<file path="config.mk">
export PLATFORM = sky130hd
export DESIGN_NAME = spi_flash_cmd_seq_flat
export DESIGN_NICKNAME = d
export VERILOG_FILES = /design/src/rtl/spi_flash_cmd_seq_if.sv /design/src/rtl/spi_flash_cmd_seq.sv /design/src/flat_wrapper.sv
export SDC_FILE = /design/constraint.sdc
export NUM_CORES = 1
export LEC_CHECK = 0
export ABC_AREA = 1
export CORE_ASPECT_RATIO = 1.75
export CORE_UTILIZATION = 58
export CTS_BUF_LIST = sky130_fd_sc_hd__clkbuf_16
export DETAILED_ROUTE_END_ITERATION = 8
export HOLD_SLACK_MARGIN = 0.06
export PLACE_DENSITY = 0.91
export REMOVE_ABC_BUFFERS = 1
export SLEW_MARGIN = 5
export SYNTH_ARGS = -nofsm -noshare
export SYNTH_HDL_FRONTEND = slang
export SYNTH_SLANG_ARGS = --single-unit
</file>
<file path="constraint.sdc">
create_clock -name clk_i -period 3.2 [get_ports clk_i]
set_input_delay 0.8 -clock clk_i [delete_from_list [all_inputs] [get_ports clk_i]]
set_output_delay 0.8 -clock clk_i [all_outputs]
set_load 0.01 [all_outputs]
</file>
<file path="src/rtl/spi_flash_cmd_seq_if.sv">
// Byte-transfer handshake between the flash command sequencer and the SPI byte engine.
// The sequencer is the master: it raises one request at a time and waits for done.
interface spi_flash_cmd_seq_if;
  logic       xfer_valid;
  logic       xfer_ready;
  logic [7:0] xfer_tx;
  logic       xfer_last;
  logic       xfer_done;
  logic [7:0] xfer_rx;

  modport master (
    output xfer_valid,
    output xfer_tx,
    output xfer_last,
    input  xfer_ready,
    input  xfer_done,
    input  xfer_rx
  );

  modport slave (
    input  xfer_valid,
    input  xfer_tx,
    input  xfer_last,
    output xfer_ready,
    output xfer_done,
    output xfer_rx
  );
endinterface

</file>
<file path="src/rtl/spi_flash_cmd_seq.sv">
// SPI NOR flash operation sequencer.
// Expands READ / PAGE PROGRAM / 64KB SECTOR ERASE / READ JEDEC ID into single-byte transfers
// on the byte engine: write-enable, command, 24-bit address, data, then WIP status polling.
// Optional feature macro: FLASH_SEQ_FAST_READ_EN selects FAST READ (0x0B) with one dummy byte.
module spi_flash_cmd_seq #(
  parameter int unsigned POLL_LIMIT = 65535
) (
  input  logic                       clk_i,
  input  logic                       rst_i,

  input  logic                       op_valid_i,
  output logic                       op_ready_o,
  input  logic [1:0]                 op_code_i,
  input  logic [23:0]                op_addr_i,
  input  logic [8:0]                 op_len_i,

  input  logic                       wdata_valid_i,
  input  logic [7:0]                 wdata_i,
  output logic                       wdata_ready_o,

  output logic                       rdata_valid_o,
  output logic [7:0]                 rdata_o,

  output logic                       done_o,
  output logic                       error_o,
  output logic                       busy_o,

  spi_flash_cmd_seq_if.master        xfer_io
);

  localparam logic [1:0] OpRead   = 2'd0;
  localparam logic [1:0] OpProg   = 2'd1;
  localparam logic [1:0] OpErase  = 2'd2;
  localparam logic [1:0] OpReadId = 2'd3;

  localparam logic [7:0] CmdWren   = 8'h06;
  localparam logic [7:0] CmdProg   = 8'h02;
  localparam logic [7:0] CmdErase  = 8'hD8;
  localparam logic [7:0] CmdReadId = 8'h9F;
  localparam logic [7:0] CmdRdsr   = 8'h05;

`ifdef FLASH_SEQ_FAST_READ_EN
  localparam logic [7:0] CmdRead = 8'h0B;
`else
  localparam logic [7:0] CmdRead = 8'h03;
`endif

  typedef enum logic [3:0] {
    StIdle,
    StCheck,
    StWren,
    StCmd,
    StAddr,
    StDummy,
    StData,
    StPollCmd,
    StPollRd,
    StFinish
  } state_e;

  state_e      state_q, state_d;
  logic [1:0]  code_q, code_d;
  logic [23:0] addr_q, addr_d;
  logic [8:0]  len_q, len_d;
  logic [8:0]  cnt_q, cnt_d;     // data bytes still to transfer
  logic [1:0]  idx_q, idx_d;     // address byte index, MSB first
  logic [15:0] poll_q, poll_d;   // WIP-set status reads so far, saturating
  logic        sent_q, sent_d;   // current request accepted, waiting for xfer_done
  logic        have_q, have_d;   // program byte latched for the current transfer
  logic [7:0]  wbyte_q, wbyte_d;
  logic        err_q, err_d;
  logic        rvalid_q, rvalid_d;
  logic [7:0]  rdata_q, rdata_d;

  // Request checks, evaluated on the latched operation in StCheck
  logic        is_prog;
  logic        is_read_op;
  logic        len_bad;
  logic [9:0]  page_end;
  logic        reject;
  logic [16:0] poll_next;
  logic        poll_hit;

  assign is_prog    = (code_q == OpProg);
  assign is_read_op = (code_q == OpRead) || (code_q == OpReadId);
  assign len_bad    = (len_q == 9'd0) || (len_q > 9'd256);
  assign page_end   = {2'b00, addr_q[7:0]} + {1'b0, len_q};
  assign reject     = (((code_q == OpRead) || is_prog) && len_bad) ||
                      (is_prog && (page_end > 10'd256));
  assign poll_next  = {1'b0, poll_q} + 17'd1;
  assign poll_hit   = 32'(poll_next) >= POLL_LIMIT;

  // Next-state, datapath and output decode
  always_comb begin
    logic       xv;
    logic [7:0] xtx;
    logic       xlast;

    state_d  = state_q;
    code_d   = code_q;
    addr_d   = addr_q;
    len_d    = len_q;
    cnt_d    = cnt_q;
    idx_d    = idx_q;
    poll_d   = poll_q;
    sent_d   = sent_q;
    have_d   = have_q;
    wbyte_d  = wbyte_q;
    err_d    = err_q;
    rvalid_d = 1'b0;
    rdata_d  = rdata_q;

    xv            = 1'b0;
    xtx           = 8'h00;
    xlast         = 1'b0;
    op_ready_o    = (state_q == StIdle);
    busy_o        = (state_q != StIdle);
    done_o        = 1'b0;
    error_o       = 1'b0;
    wdata_ready_o = 1'b0;

    unique case (state_q)
      StIdle: begin
        if (op_valid_i) begin
          code_d  = op_code_i;
          addr_d  = op_addr_i;
          len_d   = op_len_i;
          err_d   = 1'b0;
          sent_d  = 1'b0;
          have_d  = 1'b0;
          state_d = StCheck;
        end
      end

      StCheck: begin
        if (reject) begin
          err_d   = 1'b0 | 1'b1;
          state_d = StFinish;
        end else if (is_prog || (code_q == OpErase)) begin
          state_d = StWren;
        end else begin
          state_d = StCmd;
        end
      end

      StWren: begin
        xv    = !sent_q;
        xtx   = CmdWren;
        xlast = 1'b1;
        if (xfer_io.xfer_done) begin
          state_d = StCmd;
        end
      end

      StCmd: begin
        xv = !sent_q;
        unique case (code_q)
          OpRead:  xtx = CmdRead;
          OpProg:  xtx = CmdProg;
          OpErase: xtx = CmdErase;
          default: xtx = CmdReadId;
        endcase
        if (xfer_io.xfer_done) begin
          if (code_q == OpReadId) begin
            cnt_d   = 9'd3;
            state_d = StData;
          end else begin
            idx_d   = 2'd0;
            state_d = StAddr;
          end
        end
      end

      StAddr: begin
        xv = !sent_q;
        unique case (idx_q)
          2'd0:    xtx = addr_q[23:16];
          2'd1:    xtx = addr_q[15:8];
          default: xtx = addr_q[7:0];
        endcase
        xlast = (code_q == OpErase) && (idx_q == 2'd2);
        if (xfer_io.xfer_done) begin
          if (idx_q == 2'd2) begin
            cnt_d = len_q;
            if (code_q == OpErase) begin
              poll_d  = 16'd0;
              state_d = StPollCmd;
            end else begin
`ifdef FLASH_SEQ_FAST_READ_EN
              state_d = (code_q == OpRead) ? StDummy : StData;
`else
              state_d = StData;
`endif
            end
          end else begin
            idx_d = idx_q + 2'd1;
          end
        end
      end

      StDummy: begin
        // Dummy rx byte is dropped: no rdata pulse
        xv = !sent_q;
        if (xfer_io.xfer_done) begin
          state_d = StData;
        end
      end

      StData: begin
        xlast = (cnt_q == 9'd1);
        if (is_prog) begin
          // Hold off the transfer until the requester supplies the byte; cs_n stays low
          wdata_ready_o = !have_q;
          if (wdata_valid_i && !have_q) begin
            have_d  = 1'b1;
            wbyte_d = wdata_i;
          end
          xv  = have_q && !sent_q;
          xtx = wbyte_q;
        end else begin
          xv = !sent_q;
        end
        if (xfer_io.xfer_done) begin
          cnt_d  = cnt_q - 9'd1;
          have_d = 1'b0;
          if (is_read_op) begin
            rvalid_d = 1'b1;
            rdata_d  = xfer_io.xfer_rx;
          end
          if (cnt_q == 9'd1) begin
            if (is_prog) begin
              poll_d  = 16'd0;
              state_d = StPollCmd;
            end else begin
              state_d = StFinish;
            end
          end
        end
      end

      StPollCmd: begin
        xv  = !sent_q;
        xtx = CmdRdsr;
        if (xfer_io.xfer_done) begin
          state_d = StPollRd;
        end
      end

      StPollRd: begin
        xv    = !sent_q;
        xlast = 1'b1;
        if (xfer_io.xfer_done) begin
          if (xfer_io.xfer_rx[0]) begin
            if (poll_hit) begin
              err_d   = 1'b1;
              state_d = StFinish;
            end else begin
              poll_d  = (poll_q == 16'hFFFF) ? poll_q : poll_next[15:0];
              state_d = StPollCmd;
            end
          end else begin
            state_d = StFinish;
          end
        end
      end

      StFinish: begin
        done_o  = 1'b1;
        error_o = err_q;
        state_d = StIdle;
      end

      default: begin
        state_d = StIdle;
      end
    endcase

    // One transfer outstanding: request drops after acceptance, rearms on done
    if (xv && xfer_io.xfer_ready) begin
      sent_d = 1'b1;
    end
    if (xfer_io.xfer_done) begin
      sent_d = 1'b0;
    end

    xfer_io.xfer_valid = xv;
    xfer_io.xfer_tx    = xtx;
    xfer_io.xfer_last  = xlast;
  end

  assign rdata_valid_o = rvalid_q;
  assign rdata_o       = rdata_q;

  // State and datapath registers, synchronous reset
  always_ff @(posedge clk_i) begin
    if (rst_i) begin
      state_q  <= StIdle;
      code_q   <= 2'd0;
      addr_q   <= 24'd0;
      len_q    <= 9'd0;
      cnt_q    <= 9'd0;
      idx_q    <= 2'd0;
      poll_q   <= 16'd0;
      sent_q   <= 1'b0;
      have_q   <= 1'b0;
      wbyte_q  <= 8'h00;
      err_q    <= 1'b0;
      rvalid_q <= 1'b0;
      rdata_q  <= 8'h00;
    end else begin
      state_q  <= state_d;
      code_q   <= code_d;
      addr_q   <= addr_d;
      len_q    <= len_d;
      cnt_q    <= cnt_d;
      idx_q    <= idx_d;
      poll_q   <= poll_d;
      sent_q   <= sent_d;
      have_q   <= have_d;
      wbyte_q  <= wbyte_d;
      err_q    <= err_d;
      rvalid_q <= rvalid_d;
      rdata_q  <= rdata_d;
    end
  end

endmodule

</file>
<file path="src/flat_wrapper.sv">
// flat-port wrapper written by rule: the top's interface ports become plain ports
module spi_flash_cmd_seq_flat 
#(
  parameter int unsigned POLL_LIMIT = 65535
)
  (clk_i, rst_i, op_valid_i, op_ready_o, op_code_i, op_addr_i, op_len_i, wdata_valid_i, wdata_i, wdata_ready_o, rdata_valid_o, rdata_o, done_o, error_o, busy_o, xfer_io_xfer_valid, xfer_io_xfer_tx, xfer_io_xfer_last, xfer_io_xfer_ready, xfer_io_xfer_done, xfer_io_xfer_rx);
  spi_flash_cmd_seq_if xfer_io_i ();
  input  logic clk_i;
  input  logic rst_i;
  input  logic op_valid_i;
  output logic op_ready_o;
  input  logic [1:0] op_code_i;
  input  logic [23:0] op_addr_i;
  input  logic [8:0] op_len_i;
  input  logic wdata_valid_i;
  input  logic [7:0] wdata_i;
  output logic wdata_ready_o;
  output logic rdata_valid_o;
  output logic [7:0] rdata_o;
  output logic done_o;
  output logic error_o;
  output logic busy_o;
  output wire logic [$bits(xfer_io_i.xfer_valid)-1:0] xfer_io_xfer_valid;
  output wire logic [$bits(xfer_io_i.xfer_tx)-1:0] xfer_io_xfer_tx;
  output wire logic [$bits(xfer_io_i.xfer_last)-1:0] xfer_io_xfer_last;
  input wire logic [$bits(xfer_io_i.xfer_ready)-1:0] xfer_io_xfer_ready;
  input wire logic [$bits(xfer_io_i.xfer_done)-1:0] xfer_io_xfer_done;
  input wire logic [$bits(xfer_io_i.xfer_rx)-1:0] xfer_io_xfer_rx;
  assign xfer_io_xfer_valid = xfer_io_i.xfer_valid;
  assign xfer_io_xfer_tx = xfer_io_i.xfer_tx;
  assign xfer_io_xfer_last = xfer_io_i.xfer_last;
  assign xfer_io_i.xfer_ready = xfer_io_xfer_ready;
  assign xfer_io_i.xfer_done = xfer_io_xfer_done;
  assign xfer_io_i.xfer_rx = xfer_io_xfer_rx;
  spi_flash_cmd_seq #(.POLL_LIMIT(POLL_LIMIT)) u_core (.clk_i(clk_i), .rst_i(rst_i), .op_valid_i(op_valid_i), .op_ready_o(op_ready_o), .op_code_i(op_code_i), .op_addr_i(op_addr_i), .op_len_i(op_len_i), .wdata_valid_i(wdata_valid_i), .wdata_i(wdata_i), .wdata_ready_o(wdata_ready_o), .rdata_valid_o(rdata_valid_o), .rdata_o(rdata_o), .done_o(done_o), .error_o(error_o), .busy_o(busy_o), .xfer_io(xfer_io_i));
endmodule
</file>
==> results.py, run 1 <==
metrics = {
    "outcome": {
        "status": "completed",
    },
    "placement": {
        "post-place-cells": 948,
        "placed_area_um2": 5920,
        "place.gp.congestion": 0.897,
        "port_buffers": 80,
        "place_hpwl_um": 10900,
    },
    "cts": {
        "max-clock-path-buffers": 2,
        "h-tree-depth": 3,
        "numCtsBuffers": 9,
        "clock-sinks": 86,
        "clk_pin_slew_ns": 0.07,
        "worstSkewPairLatency_ns": 0.34,
        "cts_tree": "built",
        "hold_buffers": 0,
        "clockRootBuffer": "clkbuf_16",
    },
    "worst_setup_path": {
        "crit_path_frequent_cell": "inv_1",
        "cp-start-kind": "flip-flop",
        "cp_cell_sequence": "inv_1 > ha_1 > inv_1 > o21ai_0 > nand3_1 > clkdlybuf4s50_1",
        "crit_path_end_kind": "primary output",
        "critPathKind": "reg -> out",
        "cp_slowest_cell": "clkdlybuf4s50_1",
        "critPathMaxStageDelay_ns": 0.50,
        "cp_top_family": "buffers and inverters",
        "cp_max_fo": 4,
        "required_ns": 2.40,
        "crit_arrival_ns": 2.25,
        "critPathBufInv": 3,
    },
    "logic_synthesis": {
        "yosys_warnings": 0,
        "ys_top_cells_by_count": "nand2_1, inv_1, nor2_1",
        "netlist_instances": 768,
        "yosysMostFrequentCell": "nand2_1",
        "synth_edf_count": 0,
        "async_reset_ff_share_pct": 0,
        "ys_types": 42,
        "synth_top_area_cell": "dfxtp_1",
        "synth_top_cell_area_share_pct": 34.3,
        "ys_ff_latch": 86,
        "synth-main-ff-cell": "dfxtp_1",
        "ys_seq_area_share_pct": 34.3,
        "syn_avg_cell_area_um2": 6.54,
        "ys_top_cells_by_area": "dfxtp_1, nand2_1, a21oi_1",
        "syn-cell-area_um2": 5020,
    },
    "timing": {
        "final_hold_viol_count": 0,
        "clock_skew_ns": 0.00474,
        "relSlewSlack_pct": 41.8,
        "fmax_mhz": 328,
        "setup_tns_ns": 0,
        "fin_crit_sh_pct": 95.3,
        "finalCriticalPeriod_ns": 3.05,
        "maxSlewViolCount": 0,
        "setup_violations": 0,
        "tightest_slew_ns": 0.870,
    },
    "global_routing": {
        "grt_pass1_vias": 5274,
        "grt_pass1_wl_um": 23900,
        "grt.total_usage_pct": 33.2,
        "antenna_found_initial": 0,
        "grt_max_degree": 57,
        "grt_overflow": 0,
    },
    "floorplanning": {
        "die_y_um": 125,
        "core_um2": 8370,
        "fp-row-count": 44,
        "ios": 81,
        "die_w_um": 72.3,
        "die_area_um2": 9050,
        "start_util_pct": 60.0,
    },
    "detailed_routing": {
        "vias_per_cell": 5.74,
        "wl_met3_um": 744,
        "wl_met2_um": 7620,
        "top_layer": "met4",
        "ant_nets": 0,
        "routedWlPerCell_um": 15.2,
        "route.detailed.drc": 0,
        "drtIter0Drc": 523,
        "dr_total_vias": 5538,
        "drt-met1-wl_um": 5590,
        "drtPass1Iterations": 6,
        "routed_wl_um": 14700,
    },
    "power_and_ir_drop": {
        "powerDensity_nw_per_um2": 674,
        "power.leakage_nw": 2.58,
        "peakVddDrop_mv": 0.395,
    },
    "layout": {
        "fillers": 687,
        "diodes": 0,
        "num-nets-final": 922,
        "instances_no_fill": 964,
        "layout-drive-gt1-share_pct": 6.36,
        "final_cell_area_um2": 6280,
        "area_delta_synth_final_pct": 25.1,
    },
    "run": {
        "maxCapViolCount": 0,
    },
    "worst_hold_path": {
        "holdCritPathClass": "reg -> reg",
    },
}
## state kept, by name, summed over array words and instances (netlist names)
signal,count
u_core.cnt_q,9
u_core.have_q,1
u_core.poll_q,16
u_core.len_q,9
u_core.sent_q,1
u_core.code_q,2
u_core.rdata_valid_o,1
u_core.addr_q,24
u_core.state_q,4
u_core.err_q,1
u_core.wbyte_q,8
u_core.rdata_o,8
u_core.idx_q,2
## kinds of logic after synthesis
group                    synth area share (%)
AND/OR/NAND/NOR                          26.3
AO/OA/AOI/OAI                            22.7
buffers and inverters                    11.0
XOR/XNOR                                0.349
flip-flops                               34.3
adder cells (fa/ha/maj)                  5.38
## worst paths after layout
path         cells past startpoint                 end              start  slack (ns)
min reg2reg                      2   u_core.rdata_o[7]  u_core.rdata_o[7]        0.45
min                              2   u_core.rdata_o[7]  u_core.rdata_o[7]        0.45
max                              6  xfer_io_xfer_tx[0]   u_core.code_q[0]        0.15
max reg2reg                     17   u_core.state_q[1]    u_core.len_q[0]        0.56
## repair_timing
item	CTS	global route
buffers inserted	0	0
cloned	0	0
gates resized for setup	4	7
setup endpoints to repair	1	5
## worst register-to-register path: cells and delay by family, from the launching register on
family	cells	cell delay, ns
fa+ha+maj	2	0.63
flops	1	0.43
simple gates	11	1.05
buf+inv	2	0.17
compound gates	2	0.25
## metal layers
metal	GRT usage [%]	up-vias
met5	0	-
met4	19.5	0
met3	5.16	67
met2	58.7	238
met1	36.4	2547
li1	-	2686
## cells in the final DEF (no fill, tap or decap), types with 2 or more instances in the layout
cell type | Yosys | routed
nand2_1 | 127 | 125
buf_4 | 2 | 10
nor2_1 | 97 | 97
o22ai_1 | 9 | 9
bufinv_16 | 0 | 2
a211oi_1 | 4 | 4
o2111ai_1 | 3 | 3
o21ai_0 | 83 | 81
clkinvlp_4 | 0 | 2
nand3_2 | 2 | 2
nand4_1 | 12 | 12
nor4_1 | 2 | 2
inv_2 | 4 | 4
nand2_2 | 3 | 4
clkdlybuf4s50_1 | 0 | 79
clkbuf_16 | 0 | 9
or2_2 | 3 | 3
o32ai_1 | 3 | 3
a21oi_1 | 89 | 89
inv_6 | 0 | 2
dfxtp_1 | 86 | 85
nand3_1 | 40 | 40
nor2_2 | 4 | 3
ha_1 | 20 | 20
nor2_4 | 3 | 4
inv_1 | 110 | 110
nor3_1 | 10 | 9
o21ai_1 | 13 | 15
clkinv_2 | 0 | 2
## cell type report
cell class / count / area, um2 / area share (%)
multi-input combinational: 541 / 2770 / 44.1
tap: 115 / 144 / 2.29
sequential: 86 / 1720 / 27.4
clock inverter: 7 / 104 / 1.65
clock buffer: 9 / 225 / 3.58
timing repair buffer: 90 / 878 / 14.0
inverter: 116 / 438 / 6.97
## power breakdown
| part | switching [mW] | total [mW] | internal, mW |
|---|---|---|---|
| Sequential | 0.173 | 1.47 | 1.29 |
| Clock | 0.467 | 1.16 | 0.695 |
| Combinational | 1.03 | 1.60 | 0.579 |
| Total | 1.66 | 4.23 | 2.57 |
## through the flow
step	hold slack, ns	power, mW	utilization, %	setup WS [ns]
after floorplan	0.432	2.46	-	0.949
after global placement	0.433	2.96	70.8	0.399
after detailed placement	0.441	3.02	70.8	0.255
after CTS	0.451	4.19	74.8	0.0625
after global routing	0.466	4.48	75.1	-0.0000306
final	0.447	4.23	75.1	0.149
Note: power is estimated with default switching activity, not from simulation.
==> run 2: changes to the inputs <==
--- a/config.mk
+++ b/config.mk
@@ -10,6 +10,7 @@
 export CORE_UTILIZATION = 58
 export CTS_BUF_LIST = sky130_fd_sc_hd__clkbuf_16
 export DETAILED_ROUTE_END_ITERATION = 8
+export GPL_ROUTABILITY_DRIVEN = 0
 export HOLD_SLACK_MARGIN = 0.06
 export PLACE_DENSITY = 0.91
 export REMOVE_ABC_BUFFERS = 1
==> run 2 against run 1 <==
Effect of this change: clock power is 9% lower; power down 2.2%; global-route usage fell by 0.47 points; worst hold slack better by 0.0017 ns; die area stayed put; non-clock buffer count rose by 1; wire length shrank 0.64%; via count is 1.2% higher; count of clock-buffer cells in the layout did not move; final cell count increased by 0.10%; utilization is 0.22 points lower; final area decreased by 0.30%; critical path type unchanged.
==> results.py, run 2 (synthesized netlist as in run 1, its figures left out) <==
metrics = {
    "layout": {
        "multi_input_area_um2": 2770,
        "regMostFlops": "u_core.addr_q",
        "top_regs": "u_core.addr_q x24, u_core.poll_q x16",
        "final_core_util_pct": 74.9,
        "area_delta_synth_final_pct": 24.8,
        "largest_reg_flops": 24,
        "fillers": 635,
        "num-nets-final": 923,
        "diodes": 0,
        "layout-drive-gt1-share_pct": 6.35,
        "layout_common_cells": "nand2_1, inv_1, nor2_1",
        "final_common_cell": "nand2_1",
        "regArea_um2": 1720,
    },
    "timing": {
        "clock_skew_ns": 0.00310,
        "fmax_mhz": 319,
        "tightest_slew_ns": 0.566,
        "setup_tns_ns": 0,
        "fin_crit_sh_pct": 98.0,
        "maxSlewViolCount": 0,
        "final_hold_viol_count": 0,
        "relSlewSlack_pct": 62.2,
        "rsz0062_at_grt": "true",
        "final.setup.worst_slack_ns": 0.0629,
        "finalCriticalPeriod_ns": 3.14,
        "setup_violations": 0,
    },
    "detailed_routing": {
        "ant_nets": 0,
        "vias_per_cell": 5.81,
        "dr_total_vias": 5607,
        "routed_wl_um": 14600,
        "drtPass1Iterations": 6,
        "drtIter0Drc": 673,
        "route.detailed.drc": 0,
        "routedWlPerCell_um": 15.1,
    },
    "cts": {
        "clk_pin_slew_ns": 0.06,
        "h-tree-depth": 3,
        "clock-sinks": 86,
        "cts_tree": "built",
        "numCtsBuffers": 9,
        "clockRootBuffer": "clkbuf_16",
        "worstSkewPairLatency_ns": 0.34,
        "max-clock-path-buffers": 2,
    },
    "power_and_ir_drop": {
        "powerDensity_nw_per_um2": 661,
        "total_power_mw": 4.14,
        "power.leakage_nw": 2.57,
        "peakVddDrop_mv": 0.469,
    },
    "global_routing": {
        "grt_pass1_vias": 5306,
        "grt_pass1_wl_um": 23600,
        "grt.total_usage_pct": 32.8,
        "grt_overflow": 0,
        "grt_max_degree": 39,
        "antenna_found_initial": 0,
    },
    "floorplanning": {
        "die_w_um": 72.3,
        "die_y_um": 125,
        "ios": 81,
        "die_area_um2": 9050,
        "fp-row-count": 44,
        "core_um2": 8370,
        "start_util_pct": 60.0,
    },
    "worst_setup_path": {
        "cp_max_fo": 14,
        "required_ns": 2.40,
        "cp-start-kind": "flip-flop",
        "crit_arrival_ns": 2.34,
        "crit_path_end_kind": "primary output",
        "critPathKind": "reg -> out",
    },
    "placement": {
        "port_buffers": 80,
        "place_hpwl_um": 10700,
        "pre_cts_ws_ns": 0.284,
    },
    "run": {
        "maxCapViolCount": 0,
    },
    "outcome": {
        "status": "completed",
    },
    "worst_hold_path": {
        "holdCritPathClass": "reg -> reg",
    },
}
==> run 2: path summary, 6_finish.rpt <==
kind                startpoint                  to  slack (ns)  depth (start not counted)
max          u_core.state_q[1]  xfer_io_xfer_valid        0.06                          8
min          u_core.rdata_o[3]   u_core.rdata_o[3]        0.45                          2
max reg2reg   u_core.poll_q[0]   u_core.poll_q[10]        0.57                         16
min reg2reg  u_core.rdata_o[3]   u_core.rdata_o[3]        0.45                          2
==> run 2: report_power, final <==
part / leakage (nW) / switching, mW / internal [mW]
registers: 0.702 / 0.169 / 1.29
logic: 1.73 / 1.03 / 0.591
clock network: 0.140 / 0.451 / 0.606
total: 2.57 / 1.65 / 2.49
==> run 2: metrics by stage <==
stage / hold slack (ns) / cells / instance area (um2)
after floorplan: 0.432 / 743 / 4900
after global placement: 0.432 / 948 / 5940
after detailed placement: 0.434 / 948 / 5940
after CTS: 0.451 / 965 / 6240
after global routing: 0.471 / 965 / 6260
final: 0.449 / 965 / 6260
==> run 2: layout make-up <==
class,count,area share (%)
inverters,116,6.99
flip-flops and latches,86,27.5
clock inverters,7,1.14
clock buffers,9,3.60
repair buffers,91,14.3
multi-input cells,541,44.1
well taps,115,2.30
==> run 2: worst max-delay path, cell delays in order, from the launching register on <==
cell and delay, ns:
dfxtp_1 0.44, inv_1 0.13, nor2_1 0.16, nand2_1 0.11
buf_4 0.21, o221ai_1 0.15, nor2_1 0.08, nor2_2 0.15
clkdlybuf4s50_1 0.56
==> run 2: per-layer routing <==
| metal | GRT usage [%] | vias up | share of wire (%) |
|---|---|---|---|
| li1 | - | 2690 | - |
| met1 | 35.9 | 2567 | 38 |
| met2 | 57.1 | 284 | 51 |
| met3 | 6.20 | 66 | 6.0 |
| met4 | 19.1 | 0 | 5.0 |
| met5 | 0 | - | 0 |
==> run 2: timing repair <==
action / 4_1_cts / 5_1_grt
gates resized for setup: 3 / 7
hold endpoints to repair: 0 / 0
endpoints found under the setup margin: 1 / 9
setup buffers: 1 / 0
pin swaps: 1 / 0
hold buffers: 0 / 0
